[src/rtl/imm_gen_stage.sv]
// imm_gen_stage
//
// Registered immediate-generation stage for the riscv_core decode path.
// The immediate is extracted combinationally from the incoming instruction
// for the selected format. It is then extended to XLEN and registered, with
// valid/ready handshakes on both the upstream and downstream sides.
//
// Build option: macro IMMGEN_SKID_EN
//   defined   - two-entry skid buffer; in_ready is a flop output.
//   undefined - single output register; in_ready = !out_valid || out_ready.
//
// Parameters:
//   XLEN   output width, 32 or 64
//   TAG_W  width of the sideband tag
//
// Ports:
//   clk          clock, rising edge
//   rst_n        asynchronous active-low reset
//   flush        synchronous discard of every held entry (highest priority)
//   in_valid     upstream presents an instruction
//   in_ready     stage can accept this cycle
//   in_instr     raw 32-bit instruction
//   in_imm_type  format select: I,S,B,U,J,CSR,SHAMT,reserved (0..7)
//   in_tag       sideband, passed through unchanged
//   out_valid    out_* payload valid
//   out_ready    downstream accepts
//   out_imm      extended immediate
//   out_tag      tag of the delivered entry
//   out_illegal  delivered entry used the reserved format
//
// Buffer states (skid build only):
//   state   | meaning
//   S_EMPTY | nothing held
//   S_ONE   | output register valid
//   S_FULL  | output register and skid register valid, accepts blocked
module imm_gen_stage #(
    parameter int XLEN  = 32,
    parameter int TAG_W = 32
) (
    input  logic             clk,
    input  logic             rst_n,
    input  logic             flush,
    input  logic             in_valid,
    output logic             in_ready,
    input  logic [31:0]      in_instr,
    input  logic [2:0]       in_imm_type,
    input  logic [TAG_W-1:0] in_tag,
    output logic             out_valid,
    input  logic             out_ready,
    output logic [XLEN-1:0]  out_imm,
    output logic [TAG_W-1:0] out_tag,
    output logic             out_illegal
);

    if (XLEN != 32 && XLEN != 64) begin : g_bad_xlen
        $error("imm_gen_stage: XLEN must be 32 or 64");
    end

    logic [31:0]     w_raw32;
    logic            w_sext;
    logic            w_illegal;
    logic [XLEN-1:0] w_imm;
    logic            w_accept;
    logic            w_out_xfer;

    // w_raw32 already holds the 32-bit result; w_sext picks how it widens
    // to XLEN, which is what gives U-type its bit 31 copy at XLEN=64.
    always_comb begin
        w_raw32   = '0;
        w_sext    = 1'b1;
        w_illegal = 1'b0;
        case (in_imm_type)
            3'b000: w_raw32 = {{20{in_instr[31]}}, in_instr[31:20]};
            3'b001: w_raw32 = {{20{in_instr[31]}}, in_instr[31:25], in_instr[11:7]};
            3'b010: w_raw32 = {{19{in_instr[31]}}, in_instr[31], in_instr[7],
                               in_instr[30:25], in_instr[11:8], 1'b0};
            3'b011: w_raw32 = {in_instr[31:12], 12'b0};
            3'b100: w_raw32 = {{11{in_instr[31]}}, in_instr[31], in_instr[19:12],
                               in_instr[20], in_instr[30:21], 1'b0};
            3'b101: begin
                w_raw32 = {27'b0, in_instr[19:15]};
                w_sext  = 1'b0;
            end
            3'b110: begin
                w_raw32 = (XLEN == 64) ? {26'b0, in_instr[25:20]}
                                       : {27'b0, in_instr[24:20]};
                w_sext  = 1'b0;
            end
            default: begin
                w_raw32   = '0;
                w_sext    = 1'b0;
                w_illegal = 1'b1;
            end
        endcase
    end

    assign w_imm = w_sext ? XLEN'($signed(w_raw32)) : XLEN'(w_raw32);

    logic             r_out_valid;
    logic [XLEN-1:0]  r_out_imm;
    logic [TAG_W-1:0] r_out_tag;
    logic             r_out_illegal;

    assign w_out_xfer  = r_out_valid && out_ready;
    assign out_valid   = r_out_valid;
    assign out_imm     = r_out_imm;
    assign out_tag     = r_out_tag;
    assign out_illegal = r_out_illegal;

`ifdef IMMGEN_SKID_EN

    typedef enum logic [1:0] {
        S_EMPTY = 2'd0,
        S_ONE   = 2'd1,
        S_FULL  = 2'd2
    } state_t;

    state_t           r_state;
    logic             r_in_ready;
    logic [XLEN-1:0]  r_skid_imm;
    logic [TAG_W-1:0] r_skid_tag;
    logic             r_skid_illegal;

    assign in_ready = r_in_ready;
    assign w_accept = in_valid && r_in_ready;

    // r_in_ready tracks "next state is not FULL" so it is ready as a flop.
    always_ff @(posedge clk or negedge rst_n) begin
        if (!rst_n) begin
            r_state        <= S_EMPTY;
            r_in_ready     <= 1'b1;
            r_out_valid    <= 1'b0;
            r_out_imm      <= '0;
            r_out_tag      <= '0;
            r_out_illegal  <= 1'b0;
            r_skid_imm     <= '0;
            r_skid_tag     <= '0;
            r_skid_illegal <= 1'b0;
        end else if (flush) begin
            r_state     <= S_EMPTY;
            r_in_ready  <= 1'b1;
            r_out_valid <= 1'b0;
        end else begin
            case (r_state)
                S_EMPTY: begin
                    if (w_accept) begin
                        r_out_imm     <= w_imm;
                        r_out_tag     <= in_tag;
                        r_out_illegal <= w_illegal;
                        r_out_valid   <= 1'b1;
                        r_state       <= S_ONE;
                    end
                end
                S_ONE: begin
                    if (w_accept && w_out_xfer) begin
                        r_out_imm     <= w_imm;
                        r_out_tag     <= in_tag;
                        r_out_illegal <= w_illegal;
                    end else if (w_accept) begin
                        r_skid_imm     <= w_imm;
                        r_skid_tag     <= in_tag;
                        r_skid_illegal <= w_illegal;
                        r_state        <= S_FULL;
                        r_in_ready     <= 1'b0;
                    end else if (w_out_xfer) begin
                        r_out_valid <= 1'b0;
                        r_state     <= S_EMPTY;
                    end
                end
                S_FULL: begin
                    if (w_out_xfer) begin
                        r_out_imm     <= r_skid_imm;
                        r_out_tag     <= r_skid_tag;
                        r_out_illegal <= r_skid_illegal;
                        r_state       <= S_ONE;
                        r_in_ready    <= 1'b1;
                    end
                end
                default: begin
                    r_state     <= S_EMPTY;
                    r_in_ready  <= 1'b1;
                    r_out_valid <= 1'b0;
                end
            endcase
        end
    end

`else

    assign in_ready = !r_out_valid || out_ready;
    assign w_accept = in_valid && in_ready;

    always_ff @(posedge clk or negedge rst_n) begin
        if (!rst_n) begin
            r_out_valid   <= 1'b0;
            r_out_imm     <= '0;
            r_out_tag     <= '0;
            r_out_illegal <= 1'b0;
        end else if (flush) begin
            r_out_valid <= 1'b0;
        end else if (w_accept) begin
            r_out_imm     <= w_imm;
            r_out_tag     <= in_tag;
            r_out_illegal <= w_illegal;
            r_out_valid   <= 1'b1;
        end else if (w_out_xfer) begin
            r_out_valid <= 1'b0;
        end
    end

`endif

endmodule

[config.mk]
export PLATFORM = sky130hd
export DESIGN_NAME = imm_gen_stage
export DESIGN_NICKNAME = d
export VERILOG_FILES = /design/src/rtl/imm_gen_stage.sv
export SDC_FILE = /design/constraint.sdc
export NUM_CORES = 1
export LEC_CHECK = 0
export CORE_MARGIN = 5
export CORE_UTILIZATION = 56
export DETAILED_ROUTE_END_ITERATION = 10
export DONT_BUFFER_PORTS = 1
export HOLD_SLACK_MARGIN = 0.02
export PLACE_DENSITY = 0.81
export SYNTH_ARGS = -nofsm -noshare
export SYNTH_HDL_FRONTEND = slang
export SYNTH_SLANG_ARGS = --single-unit
export TNS_END_PERCENT = 20
[constraint.sdc]
create_clock -name clk -period 1.3 [get_ports clk]
set_input_delay 0.325 -clock clk [delete_from_list [all_inputs] [get_ports clk]]
set_output_delay 0.325 -clock clk [all_outputs]
set_load 0.02 [all_outputs]
==> summary.md, run 1 <==
| Metric | Value |
|---|---|
| Fill cell count | `approximately 400` |
| Total gr overflow | `0` |
| Mux cell area share after synthesis | `between 10% and 20%` |
| Vias/cell | `between 6 and 7` |
| Commonest non-fill, non-tap cells in the layout | `65 x dfrtp_1, 24 x mux2_4, 17 x o21ai_0, 17 x nand3_1, 11 x a22o_1` |
| Die area | `7050 sq um` |
| Slew @ Worst Pin | `around 0.38 ns` |
| Tmin final | `between 1 and 1.5 ns` |
| Num CTS Buffers | `9` |
| Int Power | `slightly above 4 mW` |
| 1st-iter DRT viols | `60` |
| Average cell area after synthesis | `12.9 sq um` |
| Total Power | `5.84 mW` |
| WP data required | `0.98 ns` |
| Dpl cell area | `between 3000 and 4000 sq um` |
| Multi-input logic area | `about 1300 sq um` |
| Htree depth | `3` |
| GRT Total Usage | `between 15 and 20%` |
| Global-route wire length before repair | `10.6 mm` |
| Clock slew at reported path FFs | `0.07 ns` |
| CP Capture Type | `primary output` |
| DRC | `0` |
| Crit Path Class | `reg2out` |
| Async set or reset register ratio after synthesis | `100%` |
| Power density over cell area | `around 1700 nW/um^2` |
| Critical path's largest stage delay | `~0.35 ns` |
| XOR/XNOR Fraction of Synth Area | `0%` |
| Clock tree buffer depth | `2` |
| Place WS | `-0.0582 ns` |
| Critical-path top delay cell | `dfrtp_2` |
| Initial antenna violation count | `0` |
| TritonCTS clock tree | `yes` |
| Combinational power share | `between 10% and 20%` |
| Yosys cell types | `37` |
| Failing checks | `hold timing, setup timing` |
| Psw | `about 1.7 mW` |
| FP Rows | `27` |
| Slew HR | `74.4%` |
| First-pass iteration count of the detailed router | `4` |
| Main synth FF type | `dfrtp_1` |
| RSZ-0062 raised after global routing | `true` |
| Die Ht | `around 84 um` |
| VDD IR max | `about 1100 uV` |
| HPWL after DPL | `4.89 mm` |
| Pin count of the biggest net entering global routing | `67` |
| Max-slew violations | `0` |
| Post-synthesis compound-gate area fraction | `17.1%` |
| Adder-Cell Fraction of Synth Area | `0.367%` |
| Run status | `finished with violations` |
| Setup ws final | `-0.119 ns` |
| Hold/Removal Path Class | `in2async` |
| Ports | `~140` |
| Commonest non-fill, non-tap cell in the layout | `dfrtp_1` |
| Register area | `1650 sq um` |
| Clock latency on the worst-skew pair | `0.33 ns` |
| Die Wd | `between 80 and 90 um` |
| Critical path arrival | `1.09 ns` |
| GP Congestion | `around 0.83` |
| Initial Utilization | `about 57%` |
| Clock Skew | `slightly above 0.005 ns` |
| CP Max Fanout | `6` |
| Clock share of power | `36.0%` |
| Area of the core | `5410 sq um` |
| Post-Synthesis Cells | `~240` |
| Routed wire length | `approximately 7 mm` |
| Max Freq | `0.705 GHz` |
| Sw Share | `29.0%` |
| Register area share after synthesis | `a little over half` |
| Ys Warns | `0` |
| Final hold viol count | `66` |
| Port buffer count | `0` |
| Static leakage | `around 1.5 nW` |
| Vias | `a little under 2000` |
| Seq pwr share | `52.2%` |
| N_diodes | `0` |
| Synthesis-to-layout area growth | `14.0%` |
| Post-route ant nets | `0` |
| Mapped cell area | `a little over 3000 sq um` |
| Nets@finish | `316` |
| Util after Layout | `roughly 65%` |
| Syn nets | `310` |
| FF+latch count, synth | `between 60 and 70` |
| # clock sinks | `66` |
| Maxcap violations | `0` |
| Final setup vio count | `43` |
| DR WL/cell | `~22 um` |
| Root Buffer | `clkbuf_8` |
| Vias in the first global route | `2044` |
| Largest family of logic cells by synthesized area | `compound AO/OA/AOI/OAI gates` |
| Critical-path cell list | `nor2b_4 -> inv_2 -> buf_6` |
| Worst setup SP type | `flop` |
| Final period util | `109%` |
| Post-synth EDFFs | `0` |
| Share of cells above drive strength 1 | `32.5%` |
| Hold WS | `-0.314 ns` |
| Simple-gate share of the synthesized area | `under 10%` |
| Fin area | `3490 sq um` |
## synthesized netlist by cell type (2+ instances only)
library cell  instances  area (sq um)
a211o_1               4          35.0
a21oi_1               6          30.0
a22o_1               11          96.3
a2bb2oi_1             8          70.1
a31oi_1               6          37.5
a32oi_1               4          35.0
buf_2                10          50.1
buf_6                 7          78.8
clkbuf_1              2          7.51
dfrtp_1              66          1650
inv_1                 3          11.3
mux2_2               18           203
mux2_4               16           240
mux2i_1               4          40.0
nand2_1               2          7.51
nand3_1              17          85.1
nand3b_1              3          22.5
nor2_1                6          22.5
nor2b_1               2          12.5
o21ai_0              18          90.1
o21ai_2               4          35.0
o2bb2ai_1             6          52.6
## worst max-delay path: cells and delay by family (launching register included)
family | cells | cell delay (ns)
DFF | 1 | 0.35
and+or+nand+nor | 1 | 0.21
buffers and inverters | 2 | 0.20
## layout make-up
class                           count  area share (%)
Sequential cell                    66            47.3
Multi-Input combinational cell    149            37.8
Timing Repair Buffer               15            4.80
Clock buffer                       10            3.94
Clock inverter                      6            3.26
Tap cell                           72            2.58
Inverter                            3           0.322
## routing by layer
layer	vias up	track usage (%)	share of wire, %	routed length [um]
met2	100	29.6	47	3230
met1	970	22.9	41	2850
met3	12	10.3	11	762
met5	-	0	0	0
met4	0	6.73	1.2	82
li1	899	-	-	-
## power groups by stage
stage,registers (mW),clock network [mW],logic (mW)
after global placement,3.08,0,0.601
after CTS,3.06,2.15,0.643
after global routing,3.09,2.27,0.748
after detailed placement,3.09,0,0.630
final,3.05,2.10,0.689
after floorplan,3.00,0,0.579
## stage by stage
step,instances,TNS [ns],hold slack [ns]
finish,321,-1.98,-0.314
CTS,319,-1.38,-0.337
detailed placement,300,-0.927,0.0309
global route,321,-4.29,-0.348
floorplan,238,-2.51,0.0294
global placement,300,-0.396,0.0313
## what timing repair did
action                     CTS  global route
pin swaps                    0            12
gates resized for setup      5            14
setup endpoints to repair   32            57
buffers inserted             2             1
gates cloned                 1             1
hold endpoints to repair    66            66
## registers in the layout, indices dropped and copies added (netlist names)
signal,count
out_illegal,1
out_valid,1
out_tag,32
out_imm,32
## path summary, 6_finish.rpt
kind                       depth (start not counted)  slack, ns     endpoint       start
min in group clk                                   1       0.05    out_valid       flush
max in group asynchronous                          0       1.48  out_imm[16]       rst_n
min reg2reg                                        1       0.65   out_imm[7]  out_imm[7]
min                                                0      -0.31   out_imm[9]       rst_n
max reg2reg                                        4      -0.09  out_illegal   out_valid
max                                                3      -0.12     in_ready   out_valid
## kinds of logic (layout without fill, tap and decap cells)
kind of cell,after synthesis,in the layout
multiplexers,38,38
buffers and inverters,23,34
flip-flops,66,66
adder cells (fa/ha/maj),1,1
AO/OA/AOI/OAI,70,70
AND/OR/NAND/NOR,40,40
No activity file was read; power rests on OpenSTA's default activity.
==> inputs of run 2 (changes only) <==
CORE_MARGIN = 2   (was 5)
HOLD_SLACK_MARGIN = 0.06   (was 0.02)
SETUP_SLACK_MARGIN = 0.15   (was unset)
==> run 2 against run 1 <==
Compared with the run above: the run still ends with hold timing, setup timing left; die area shrank 14%; clock power shrank 29%; hold slack lost 0.0063 ns; sequential share of layout area grew 2.7 points; via count shrank 0.96%; cell area shrank 4.6%; non-clock buffer count shrank 3; sequential cell count is the same; worst setup slack lost 0.046 ns; register-to-register slack lost 0.07 ns; core utilization shrank 0.62 points; critical path type unchanged; highest routed layer unchanged.
==> summary.md, run 2 (synthesis results as in run 1) <==
| Metric | Value |
|---|---|
| Global-route wire length before repair | `10.5 mm (-1.7%)` |
| Critical-path cell list | `nor2b_4 -> inv_2 -> buf_8` |
| Htree depth | `3 (unchanged)` |
| Routed wire length | `6.66 mm (-3.8%)` |
| 1st-iter DRT viols | `68 (+13%)` |
| First-pass iteration count of the detailed router | `4 (unchanged)` |
| RSZ-0062 raised after global routing | `true` |
| CP Capture Type | `primary output` |
| Post-CTS Hold Buffers | `1` |
| Final period util | `113% (+3.6 points)` |
| Area of the core | `5200 sq um (-3.7%)` |
| R2R cell count | `5 (+1)` |
| Initial antenna violation count | `0 (unchanged)` |
| DR WL/cell | `21.1 um (-2.0%)` |
| N_diodes | `0 (unchanged)` |
| Ports | `139 (unchanged)` |
| Final setup vio count | `47 (+9.3%)` |
| Commonest non-fill, non-tap cell in the layout | `dfrtp_1` |
| Total gr overflow | `0 (unchanged)` |
| HPWL after DPL | `4.64 mm (-5.3%)` |
| Final hold viol count | `66 (unchanged)` |
| Max Freq | `0.682 GHz (-3.2%)` |
| Max-slew violations | `0 (unchanged)` |
| Vias/cell | `6.23 (+0.93%)` |
| Setup ws final | `-0.165 ns (-0.0464 ns)` |
| WP data required | `0.98 ns (about the same)` |
| Place WS | `-0.0726 ns (-0.0144 ns)` |
| Die area | `6080 sq um (-14%)` |
| Slew HR | `72.7% (-1.6 points)` |
| # clock sinks | `66 (unchanged)` |
| Clock Skew | `0.00775 ns (+0.00261 ns)` |
| Synthesis-to-layout area growth | `8.69%` |
| Power density over cell area | `1560 nW/um^2 (-7.0%)` |
| Maxcap violations | `0 (unchanged)` |
| Clock slew at reported path FFs | `0.07 ns (about the same)` |
| Tmin final | `1.47 ns (+0.0464 ns)` |
| Initial Utilization | `58.9% (+2.2 points)` |
| Static leakage | `1.40 nW (-6.8%)` |
| TritonCTS clock tree | `yes` |
| Commonest non-fill, non-tap cells in the layout | `55 x dfrtp_1, 18 x mux2_2, 17 x o21ai_0, 17 x nand3_1, 16 x mux2_4` |
| Post-route ant nets | `0 (unchanged)` |
| Die Wd | `78.0 um (-7.1%)` |
| Hold WS | `-0.320 ns (-0.00629 ns)` |
| Clock latency on the worst-skew pair | `0.33 ns (about the same)` |
| Pin count of the biggest net entering global routing | `67 (unchanged)` |
| Clock tree buffer depth | `2 (unchanged)` |
| Critical path arrival | `1.14 ns (+0.05 ns)` |
| Critical path's largest stage delay | `0.40 ns (+0.05 ns)` |
| Failing checks | `hold timing, setup timing` |
| GP Congestion | `0.793 (-4.9%)` |
| Port buffer count | `0 (unchanged)` |
| Critical-path top delay cell | `dfrtp_2` |
| Run status | `finished with violations` |
| Vias in the first global route | `1956 (-4.3%)` |
| Root Buffer | `clkbuf_8` |
| GRT Total Usage | `22.6% (+3.4 points)` |
| FP Rows | `26 (-3.7%)` |
| Die Ht | `78.0 um (-7.1%)` |
| Slew @ Worst Pin | `0.407 ns (+0.0243 ns)` |
| Crit Path Class | `reg2out` |
| Nets@finish | `313 (-0.95%)` |
| Share of cells above drive strength 1 | `33.5% (+0.94 points)` |
| CP Max Fanout | `6 (unchanged)` |
| Hold/Removal Path Class | `in2async` |
| VDD IR max | `994 uV (-8.5%)` |
| DRC | `0 (unchanged)` |
| Vias | `1962 (-0.96%)` |
| Worst setup SP type | `flop` |
| Num CTS Buffers | `9 (unchanged)` |
-- run 2: cell count changes in the layout (fill, tap and decap cells not counted), sizes merged --
cell         before  now
clkinvlp          2    1
clkbuf           11   13
dlygate4sd3       0    1
bufinv            3    0
buf              14   11
-- run 2: worst max-delay path, delay by kind of cell (launching register included) --
family | cells | cell delay, ns
buf+inv | 2 | 0.27
simple gates | 1 | 0.14
flops | 1 | 0.40
-- run 2: repair_timing --
item	CTS	global route
cloned	1	0
hold endpoints to repair	67	66
pin swaps	1	0
setup endpoints to repair	80	115
gates resized for setup	12	7
buffers inserted	1	0
-- run 2: area by class of cell --
| class | count | area (sq um) |
|---|---|---|
| Clock inverter | 2 | 12.5 |
| Tap cell | 70 | 87.6 |
| Inverter | 3 | 11.3 |
| Multi-Input combinational cell | 149 | 1270 |
| Timing Repair Buffer | 12 | 121 |
| Clock buffer | 13 | 159 |
| Fill cell | 395 | 1870 |
| Sequential cell | 66 | 1670 |
-- run 2: metal layers --
metal	track usage, %	up-vias	wire length [um]
met5	0	-	0
met4	6.84	0	65
met3	10.1	8	632
met2	35.4	107	3280
met1	28.2	956	2680
li1	-	891	-
-- run 2: report_power, final --
| group | internal, mW | switching (mW) | total, mW |
|---|---|---|---|
| clock network | 0.784 | 0.703 | 1.49 |
| registers | 2.39 | 0.665 | 3.05 |
| logic | 0.400 | 0.240 | 0.640 |
-- run 2: worst paths after layout --
kind	slack [ns]	startpoint	endpoint
setup / recovery	-0.17	out_valid	in_ready
hold / removal	-0.32	rst_n	out_imm[10]
setup reg to reg	-0.16	out_valid	out_tag[0]
hold reg to reg	0.60	out_imm[8]	out_imm[8]
max in group asynchronous	1.49	rst_n	out_imm[4]
min in group clk	0.12	in_instr[31]	out_imm[31]
-- run 2: stage by stage --
stage	TNS, ns	cell area [sq um]	utilization, %	total power [mW]	cells
floorplan	-2.51	3070	-	3.58	238
global placement	-0.292	3100	59.5	3.67	297
detailed placement	-1.57	3100	59.5	3.71	297
CTS	-5.98	3310	63.7	5.23	315
global route	-8.55	3330	64.0	5.43	315
finish	-5.63	3330	64.0	5.18	315
